==> src/rtl/lc3b_types.sv <==
// Shared types for the LC-3b fetch path.
// Redirect selector encoding and trap shift.
package lc3b_types;

  typedef enum logic [1:0] {
    PCR_REL  = 2'd0,
    PCR_ABS  = 2'd1,
    PCR_TRAP = 2'd2
  } pc_redirect_sel_t;

  localparam int TRAP_SHIFT = 1;

endpackage

==> src/rtl/pc_target_calc.sv <==
// Redirect target computation.
// Pure combinational adder and selector.
module pc_target_calc #(
  parameter int WIDTH    = 16,
  parameter int OFFSET_W = 11
) (
  input  logic [1:0]          sel,
  input  logic [WIDTH-1:0]    base,
  input  logic [OFFSET_W-1:0] offset,
  input  logic [7:0]          trapvect,
  output logic [WIDTH-1:0]    target
);
  import lc3b_types::*;

  logic [WIDTH-1:0] off_ext;
  logic [WIDTH-1:0] trap_ext;

  assign off_ext  = WIDTH'($signed(offset)) << 1;
  assign trap_ext = WIDTH'(trapvect) << TRAP_SHIFT;

  // Reserved encoding falls through to absolute.
  always_comb begin
    target = base;
    unique case (1'b1)
      (sel == PCR_REL):  target = base + off_ext;
      (sel == PCR_TRAP): target = trap_ext;
      default:           target = base;
    endcase
  end

endmodule

==> src/rtl/pc_fetch_unit.sv <==
// PC register and single-outstanding fetch.
// Redirects arriving mid-request are deferred.
module pc_fetch_unit #(
  parameter int               WIDTH     = 16,
  parameter int               INC       = 2,
  parameter logic [WIDTH-1:0] RESET_VEC = '0,
  parameter int               OFFSET_W  = 11
) (
  input  logic                clk,
  input  logic                rst,
  input  logic                en,
  input  logic                stall,
  input  logic                mem_resp,
  output logic                mem_read,
  output logic [WIDTH-1:0]    mem_address,
  output logic                fetch_valid,
  output logic [WIDTH-1:0]    fetch_pc,
  output logic [WIDTH-1:0]    pc_plus_inc,
  input  logic                redirect_valid,
  input  logic [1:0]          redirect_sel,
  input  logic [WIDTH-1:0]    redirect_base,
  input  logic [OFFSET_W-1:0] redirect_offset,
  input  logic [7:0]          trapvect
);
  import lc3b_types::*;

  typedef enum logic [1:0] {
    IDLE,
    FETCH,
    HOLD
  } state_t;

  localparam logic [WIDTH-1:0] INC_W = WIDTH'(INC);

  state_t           state, state_n;
  logic [WIDTH-1:0] pc, pc_n;
  logic [WIDTH-1:0] pend_target, pend_target_n;
  logic             pend_valid, pend_valid_n;
  logic [WIDTH-1:0] target;
  logic             squash;
  state_t           after;

  pc_target_calc #(
    .WIDTH    (WIDTH),
    .OFFSET_W (OFFSET_W)
  ) u_calc (
    .sel      (redirect_sel),
    .base     (redirect_base),
    .offset   (redirect_offset),
    .trapvect (trapvect),
    .target   (target)
  );

  assign squash      = pend_valid | redirect_valid;
  assign after       = en ? FETCH : IDLE;
  assign mem_read    = (state == FETCH);
  assign mem_address = pc;
  assign fetch_pc    = pc;
  assign pc_plus_inc = pc + INC_W;

  // Next-state, PC and deferred-redirect selection.
  always_comb begin
    state_n       = state;
    pc_n          = pc;
    pend_target_n = pend_target;
    pend_valid_n  = pend_valid;
    fetch_valid   = 1'b0;
    unique case (state)
      IDLE: begin
        if (redirect_valid) pc_n = target;
        if (en) state_n = FETCH;
      end
      FETCH: begin
        if (!mem_resp) begin
          if (redirect_valid) begin
            pend_target_n = target;
            pend_valid_n  = 1'b1;
          end
        end else if (squash) begin
          pc_n         = redirect_valid ? target : pend_target;
          pend_valid_n = 1'b0;
          state_n      = after;
        end else begin
          fetch_valid = 1'b1;
          if (stall) begin
            state_n = HOLD;
          end else begin
            pc_n    = pc_plus_inc;
            state_n = after;
          end
        end
      end
      HOLD: begin
        if (redirect_valid) begin
          pc_n    = target;
          state_n = after;
        end else begin
          fetch_valid = 1'b1;
          if (!stall) begin
            pc_n    = pc_plus_inc;
            state_n = after;
          end
        end
      end
      default: state_n = IDLE;
    endcase
  end

  // State registers, cleared asynchronously.
  always_ff @(posedge clk or posedge rst) begin
    if (rst) begin
      state       <= IDLE;
      pc          <= RESET_VEC;
      pend_target <= '0;
      pend_valid  <= 1'b0;
    end else begin
      state       <= state_n;
      pc          <= pc_n;
      pend_target <= pend_target_n;
      pend_valid  <= pend_valid_n;
    end
  end

endmodule

==> config.mk <==
export PLATFORM = sky130hd
export DESIGN_NAME = pc_fetch_unit
export DESIGN_NICKNAME = d
export VERILOG_FILES = /design/src/rtl/lc3b_types.sv /design/src/rtl/pc_target_calc.sv /design/src/rtl/pc_fetch_unit.sv
export SDC_FILE = /design/constraint.sdc
export NUM_CORES = 1
export LEC_CHECK = 0
export ABC_CLOCK_PERIOD_IN_PS = 3100
export CAP_MARGIN = 30
export CORE_MARGIN = 4
export CORE_UTILIZATION = 25
export DETAILED_ROUTE_END_ITERATION = 10
export PLACE_DENSITY_LB_ADDON = 0.05
export SLEW_MARGIN = 20
export SYNTH_ARGS = -nofsm -noshare
export SYNTH_HDL_FRONTEND = slang
export SYNTH_SLANG_ARGS = --single-unit
==> constraint.sdc <==
create_clock -name clk -period 3.1 [get_ports clk]
set_input_delay 0.775 -clock clk [delete_from_list [all_inputs] [get_ports clk]]
set_output_delay 0.775 -clock clk [all_outputs]
set_load 0.02 [all_outputs]
==> results of run 1 <==
==> power breakdown <==
part | internal (µW) | switching (µW)
Sequential | 681 | 204
Combinational | 1410 | 1690
Clock | 461 | 204
==> what timing repair did <==
action / 4_1_cts / 5_1_grt
pin swaps: 0 / 1
endpoints found under the setup margin: 5 / 10
gates resized for setup: 5 / 11
==> cell type report <==
cell class	count	area share
clock inverters	3	0.0128
flip-flops and latches	35	0.166
well taps	180	0.0428
inverters	19	0.0135
multi-input cells	373	0.468
clock buffers	5	0.0238
repair buffers	159	0.273
==> how the worst min path moves through the flow <==
stage / to / slack (ns) / cells past startpoint
after floorplan: pend_target[4] / 0.44 / 2
after detailed placement: pend_target[5] / 0.47 / 2
final: pend_target[5] / 0.48 / 2
after global placement: pend_target[5] / 0.47 / 2
after CTS: pend_target[5] / 0.49 / 2
after global routing: pend_target[6] / 0.50 / 2
==> flip-flops by register name, indices dropped and copies added, names as in the netlist <==
register,count
fetch_pc,16
state,2
pend_target,16
pend_valid,1
==> worst reg2reg max path, delay by kind of cell (launching register included) <==
| family | cells | cell delay [ns] |
|---|---|---|
| buf+inv | 2 | 0.33 |
| fa+ha+maj | 1 | 0.34 |
| simple gates | 3 | 0.87 |
| compound gates | 2 | 0.45 |
| flops | 1 | 0.42 |
==> metrics by stage <==
step	std cells	setup TNS [ns]	util	total power (µW)	setup WS, ns
after floorplan	465	0	-	2750	0.396
after global placement	766	-1.57	0.361	4020	-0.168
after detailed placement	766	-2.04	0.361	4020	-0.206
after CTS	774	0	0.374	4680	0.0108
after global routing	774	0	0.376	4980	0.00878
final	774	0	0.376	4650	0.187
==> synth_stat cells, types with 2 or more instances <==
library cell and instances:
a211o_1 2, a211oi_1 4, a211oi_2 2, a21o_1 9, a21oi_1 26, a221o_1 3
a221oi_1 3, a22oi_1 3, a31oi_1 12, a32oi_1 3, and2_1 3, and4_1 4
buf_1 4, buf_2 6, buf_4 17, clkbuf_1 11, dfrtp_1 35, ha_1 19
inv_1 18, mux2i_1 4, nand2_1 59, nand3_1 10, nand4_1 2, nor2_1 39
nor2b_1 6, nor3_1 12, nor3b_1 3, nor4_1 3, o211a_1 4, o211ai_1 2
o21a_1 9, o21ai_0 38, o21ai_1 2, o21bai_1 5, o221ai_1 3, o22a_1 4
o22ai_1 5, o311ai_0 2, o31ai_1 3, or2_2 3, or3_1 5, or4_1 3
xnor2_1 17, xor2_1 10
==> cell families after synthesis <==
family          Yosys count  synth area share
simple gates            164             0.226
fa+ha+maj                20            0.0717
mux                       5            0.0143
flops                    35             0.243
xor+xnor                 27            0.0657
buf+inv                  57            0.0793
compound gates          157             0.299
==> metal layers <==
metal  track usage  vias to the layer above  routed length, µm
met5             0                        -                  0
met4        0.0412                        0                181
met3        0.0217                       11                549
met2         0.247                      114               5580
met1         0.219                     1764               6250
li1              -                     1960                  -
==> summary.md, run 1 <==
| Metric | Value |
|---|---|
| Outcome | completed |
| Port bufs | 92 |
| Cell variety after synth | 72 |
| Post-Syn Nets | 528 |
| Largest net degree at the start of global routing | 36 |
| Sequential cell area | 876 µm² |
| Critical Path Start | redirect_base[2] |
| GR Overflow Total | 0 |
| Clock transition at path regs | 0.06 ns |
| Post-DRT Antenna Nets | 0 |
| DP Wirelength | 10400 µm |
| Crit path cell chain | clkdlybuf4s50_1 -> ha_1 -> a211oi_1 -> o21ai_1 -> and4_1 -> or3_1 -> a32oi_2 -> a211oi_2 |
| Commonest non-fill, non-tap cell in the layout | clkdlybuf4s50_1 |
| Synth Flop Type | dfrtp_1 |
| Fmax achieved | 343 MHz |
| ANT cells | 0 |
| Mapped Area | 3600 µm² |
| Hold wc startpoint | pend_target[5] |
| Slowest cell on crit path | clkdlybuf4s50_1 |
| Worst Skew | 0.00482 ns |
| Core box area | 14000 µm² |
| H-tree Lvls | 2 |
| Buffers and inverters on the worst path | 1 |
| Period utilization | 0.940 |
| Async SR Flop Fraction | 1.00 |
| TritonCTS Buffers | 5 |
| Critical path class | in -> reg |
| Vias/cell | 4.97 |
| Number of synthesized register bits | 35 |
| Leakage | 0.00228 µW |
| Routed len/inst | 16.2 µm |
| Multi-input gate area | 2460 µm² |
| VDD IR max | 285 µV |
| Normalized max-slew margin | 0.587 |
| Top Family by Delay on Critical Path | compound AO/OA/AOI/OAI gates |
| Die area | 16400 µm² |
| Most frequent cells in the layout | 84 x clkdlybuf4s50_1, 66 x buf_4, 59 x nand2_1 |
| Sinks on Clock Net | 35 |
| Setup crit end | fetch_pc[12] |
| TritonCTS clock tree | done |
| Vias | 3849 |
| Top-area cell type share of the netlist area | 0.243 |
| FP Rows | 43 |
| First-pass GRT wire length | 20500 µm |
| Final wirelength | 12600 µm |
| DIE HEIGHT | 128 µm |
| RSZ-0062 raised after global routing | no |
| Final net count | 656 |
| Max incr delay on CP | 0.44 ns |
| Final Hold Fails | 0 |
| Area after DPL | 5040 µm² |
| Data arrival, critical path | 3.08 ns |
| Final estimated routing congestion in global placement | 0.861 |
| Slew Viols, Final | 0 |
| Yosys warnings | 0 |
| Required @ worst endpoint | 3.27 ns |
| Max cap viols | 0 |
| Worst Tran Pin Value | 0.617 ns |
| Number of global-route vias before repair | 3898 |
| Hold slack | 0.482 ns |
| Setup crit start kind | primary input |
| Maximum root-to-sink buffer count | 2 |
| Finished layout cell area | 5260 µm² |
| Total track usage | 0.155 |
| DRC | 0 |
| Worst Setup End Kind | flop |
| R2R setup slack | 0.57 ns |
| Fillers | 1509 |
| R2r worst-path depth | 8 |
| Io pins | 93 |
| Sequential fraction of the synthesis area | 0.243 |
| Starting Density | 0.257 |
| Cell count after synthesis | 465 |
| Die X | 128 µm |
| Initial detailed-routing violation count | 147 |
| Reg2reg end | fetch_pc[7] |
| Mean Syn Cell Area | 7.74 µm² |
| Fraction of layout cells with a size suffix above 1 | 0.163 |
| WP depth | 8 |
| Worst-Skew Late Latency | 0.29 ns |
| DR pass1 iterations | 5 |
| Synth-to-Final Area Change | 46.3% |
| Initial antenna violation count | 0 |
| Reg2Reg Launch Point | state[1] |
| PwrDens | 883 nW/µm² |
| Final Critical Period | 2.91 ns |
| Post-CTS Setup Bufs | 0 |
| Post-synth EDFFs | 0 |
| Worst Hold Class | reg -> reg |
| Hold-fix buffers, CTS | 0 |
| Synth area leader | dfrtp_1 |
| Root Buffer | clkbuf_16 |
| Synth area leaders | dfrtp_1 24%, ha_1 6.6%, nand2_1 6.2% |
| Max Fanout on Critical Path | 4 |
| Final Setup Violations | 0 |
No activity file was read; power rests on OpenSTA's default activity.
==> inputs of run 2 (changes only) <==
--- a/config.mk
+++ b/config.mk
@@ -7,10 +7,13 @@
 export LEC_CHECK = 0
 export ABC_CLOCK_PERIOD_IN_PS = 3100
 export CAP_MARGIN = 30
+export CELL_PAD_IN_SITES_DETAIL_PLACEMENT = 2
+export CELL_PAD_IN_SITES_GLOBAL_PLACEMENT = 2
 export CORE_MARGIN = 4
 export CORE_UTILIZATION = 25
 export DETAILED_ROUTE_END_ITERATION = 10
 export PLACE_DENSITY_LB_ADDON = 0.05
+export SKIP_CTS_REPAIR_TIMING = 1
 export SLEW_MARGIN = 20
 export SYNTH_ARGS = -nofsm -noshare
 export SYNTH_HDL_FRONTEND = slang
==> run 2 against run 1 <==
Critical path depth increased by 2. Highest routed layer unchanged. Flip-flop and latch count did not move. Sequential share of layout area down 0.078 points. Sequential power grew 2%. Total power grew 2.3%. Largest cell class unchanged. Clock power is 2% higher. Non-clock buffer count increased by 3. Clock skew barely moved.
==> summary.md, run 2 (synthesized netlist as in run 1, its figures left out) <==
| Metric | Value |
|---|---|
| RSZ-0062 raised after global routing | no |
| DRC | 0 |
| Sw Pwr | 2210 µW |
| Initial antenna violation count | 0 |
| Finished layout cell area | 5300 µm² |
| Int Pwr | 2550 µW |
| Buffers and inverters on the worst path | 3 |
| Top Family by Delay on Critical Path | compound AO/OA/AOI/OAI gates |
| Clock share of power | 0.142 |
| Initial detailed-routing violation count | 102 |
| Routed len/inst | 19.2 µm |
| Root Buffer | clkbuf_16 |
| Placement Setup Slack | -0.317 ns |
| Sinks on Clock Net | 35 |
| Slowest cell on crit path | clkdlybuf4s50_1 |
| TritonCTS Buffers | 5 |
| Final Hold Fails | 0 |
| Combinational Power Share | 0.667 |
| Largest net degree at the start of global routing | 36 |
| VDD IR max | 219 µV |
| Worst Skew | 0.00434 ns |
| Required @ worst endpoint | 3.24 ns |
| Slew Viols, Final | 0 |
| Critical Path Most Common Cell | buf_4 |
| Final estimated routing congestion in global placement | 0.809 |
| Final net count | 659 |
| Synth-to-Final Area Change | 47.4% |
| Number of global-route vias before repair | 4546 |
| Worst Tran Pin Value | 0.707 ns |
| Worst-Skew Late Latency | 0.29 ns |
| TritonCTS clock tree | done |
| PwrDens | 896 nW/µm² |
| Flop pwr share | 0.191 |
| DP Wirelength | 12300 µm |
| Port bufs | 92 |
| Setup crit start kind | primary input |
| Maximum root-to-sink buffer count | 2 |
| DR pass1 iterations | 4 |
| Vias/cell | 5.24 |
| Max Fanout on Critical Path | 3 |
| ANT cells | 0 |
| Final wirelength | 15000 µm |
| Area after DPL | 5050 µm² |
| H-tree Lvls | 2 |
| Max incr delay on CP | 0.43 ns |
| Inst Count DP | 769 |
| Worst Setup End Kind | flop |
| Outcome | completed |
| Post-DRT Antenna Nets | 0 |
| Final Setup Violations | 0 |
| Final Critical Period | 2.96 ns |
| Die X | 128 µm |
| Sw Ratio | 0.465 |
| Core box area | 14000 µm² |
| Die area | 16400 µm² |
| FP Rows | 43 |
| Io pins | 93 |
| Worst Hold Class | reg -> reg |
| Clock transition at path regs | 0.06 ns |
| Vias | 4073 |
| First-pass GRT wire length | 24300 µm |
| Starting Density | 0.257 |
| Final std cells w/o fill | 777 |
| Fraction of layout cells with a size suffix above 1 | 0.173 |
| Max cap viols | 0 |
| Data arrival, critical path | 3.11 ns |
| Critical path class | in -> reg |
| Most frequent cells in the layout | 83 x clkdlybuf4s50_1, 70 x buf_4, 59 x nand2_1 |
| Commonest non-fill, non-tap cell in the layout | clkdlybuf4s50_1 |
| Leakage | 0.00235 µW |
| Normalized max-slew margin | 0.527 |
| Fmax achieved | 337 MHz |
| Setup ws final | 0.135 ns |
| DIE HEIGHT | 128 µm |
| Total track usage | 0.185 |
| GR Overflow Total | 0 |
| Crit path cell chain | clkdlybuf4s50_1 -> ha_1 -> buf_4 -> a211oi_1 -> o21ai_1 -> and4_1 -> or3_1 -> a32oi_1 -> buf_4 -> a211oi_2 |
| Period utilization | 0.956 |
run 2: changes by cell type in the layout (fill, tap and decap cells not counted), sizes merged:
cell / previous run / this run
buf: 67 / 70
dlymetal6s2s: 3 / 9
clkdlybuf4s50: 84 / 83
dlygate4sd2: 5 / 0
run 2: final timing paths:
kind                                   from             end  slack (ns)  cells past startpoint
max reg2reg                        state[1]     fetch_pc[7]        0.51                      8
max in group asynchronous               rst     fetch_pc[2]        1.83                      3
min in group asynchronous               rst     fetch_pc[1]        0.90                      3
min                          pend_target[1]  pend_target[1]        0.49                      2
min reg2reg                  pend_target[1]  pend_target[1]        0.49                      2
max                        redirect_base[1]    fetch_pc[12]        0.14                     10
run 2: power by group through the flow:
stage,sequential [µW],clock [µW],combinational (µW)
6_report,905,676,3170
5_1_grt,938,712,3450
4_1_cts,903,692,3200
3_5_place_dp,911,0,3180
3_3_place_gp,897,0,3100
2_1_floorplan,1000,0,1750
run 2: cell type report:
class | count | area (µm²)
clock buffer | 5 | 125
clock inverter | 3 | 67.6
fill | 1634 | 8680
inverter | 19 | 71.3
multi-input combinational | 373 | 2470
sequential | 35 | 878
tap | 180 | 225
timing repair buffer | 162 | 1470
run 2: per-stage QoR:
step | hold WS, ns | util | setup TNS, ns | total power (µW)
after global routing | 0.522 | 0.379 | 0 | 5100
after CTS | 0.491 | 0.375 | -1.27 | 4800
after global placement | 0.462 | 0.361 | -1.81 | 4000
final | 0.486 | 0.379 | 0 | 4750
after floorplan | 0.444 | - | 0 | 2750
after detailed placement | 0.475 | 0.361 | -2.83 | 4090
run 2: layer usage:
metal	global-route usage	part of all wire	vias to the layer above
li1	-	-	1954
met1	0.239	0.45	2007
met2	0.325	0.49	96
met3	0.0208	0.038	16
met4	0.0493	0.017	0
met5	0	0	-
run 2: worst min-delay path, stage by stage, from the launching register on:
cell and delay, ns:
dfrtp_1 0.34, nand2_1 0.05, o21ai_0 0.06
==> inputs of run 3 (changes only) <==
--- a/config.mk
+++ b/config.mk
@@ -14,7 +14,6 @@
 export DETAILED_ROUTE_END_ITERATION = 10
 export PLACE_DENSITY_LB_ADDON = 0.05
 export SKIP_CTS_REPAIR_TIMING = 1
-export SLEW_MARGIN = 20
 export SYNTH_ARGS = -nofsm -noshare
 export SYNTH_HDL_FRONTEND = slang
 export SYNTH_SLANG_ARGS = --single-unit
==> results of run 3 <==
The final DEF is identical to that of run 2; final timing and power are the same.
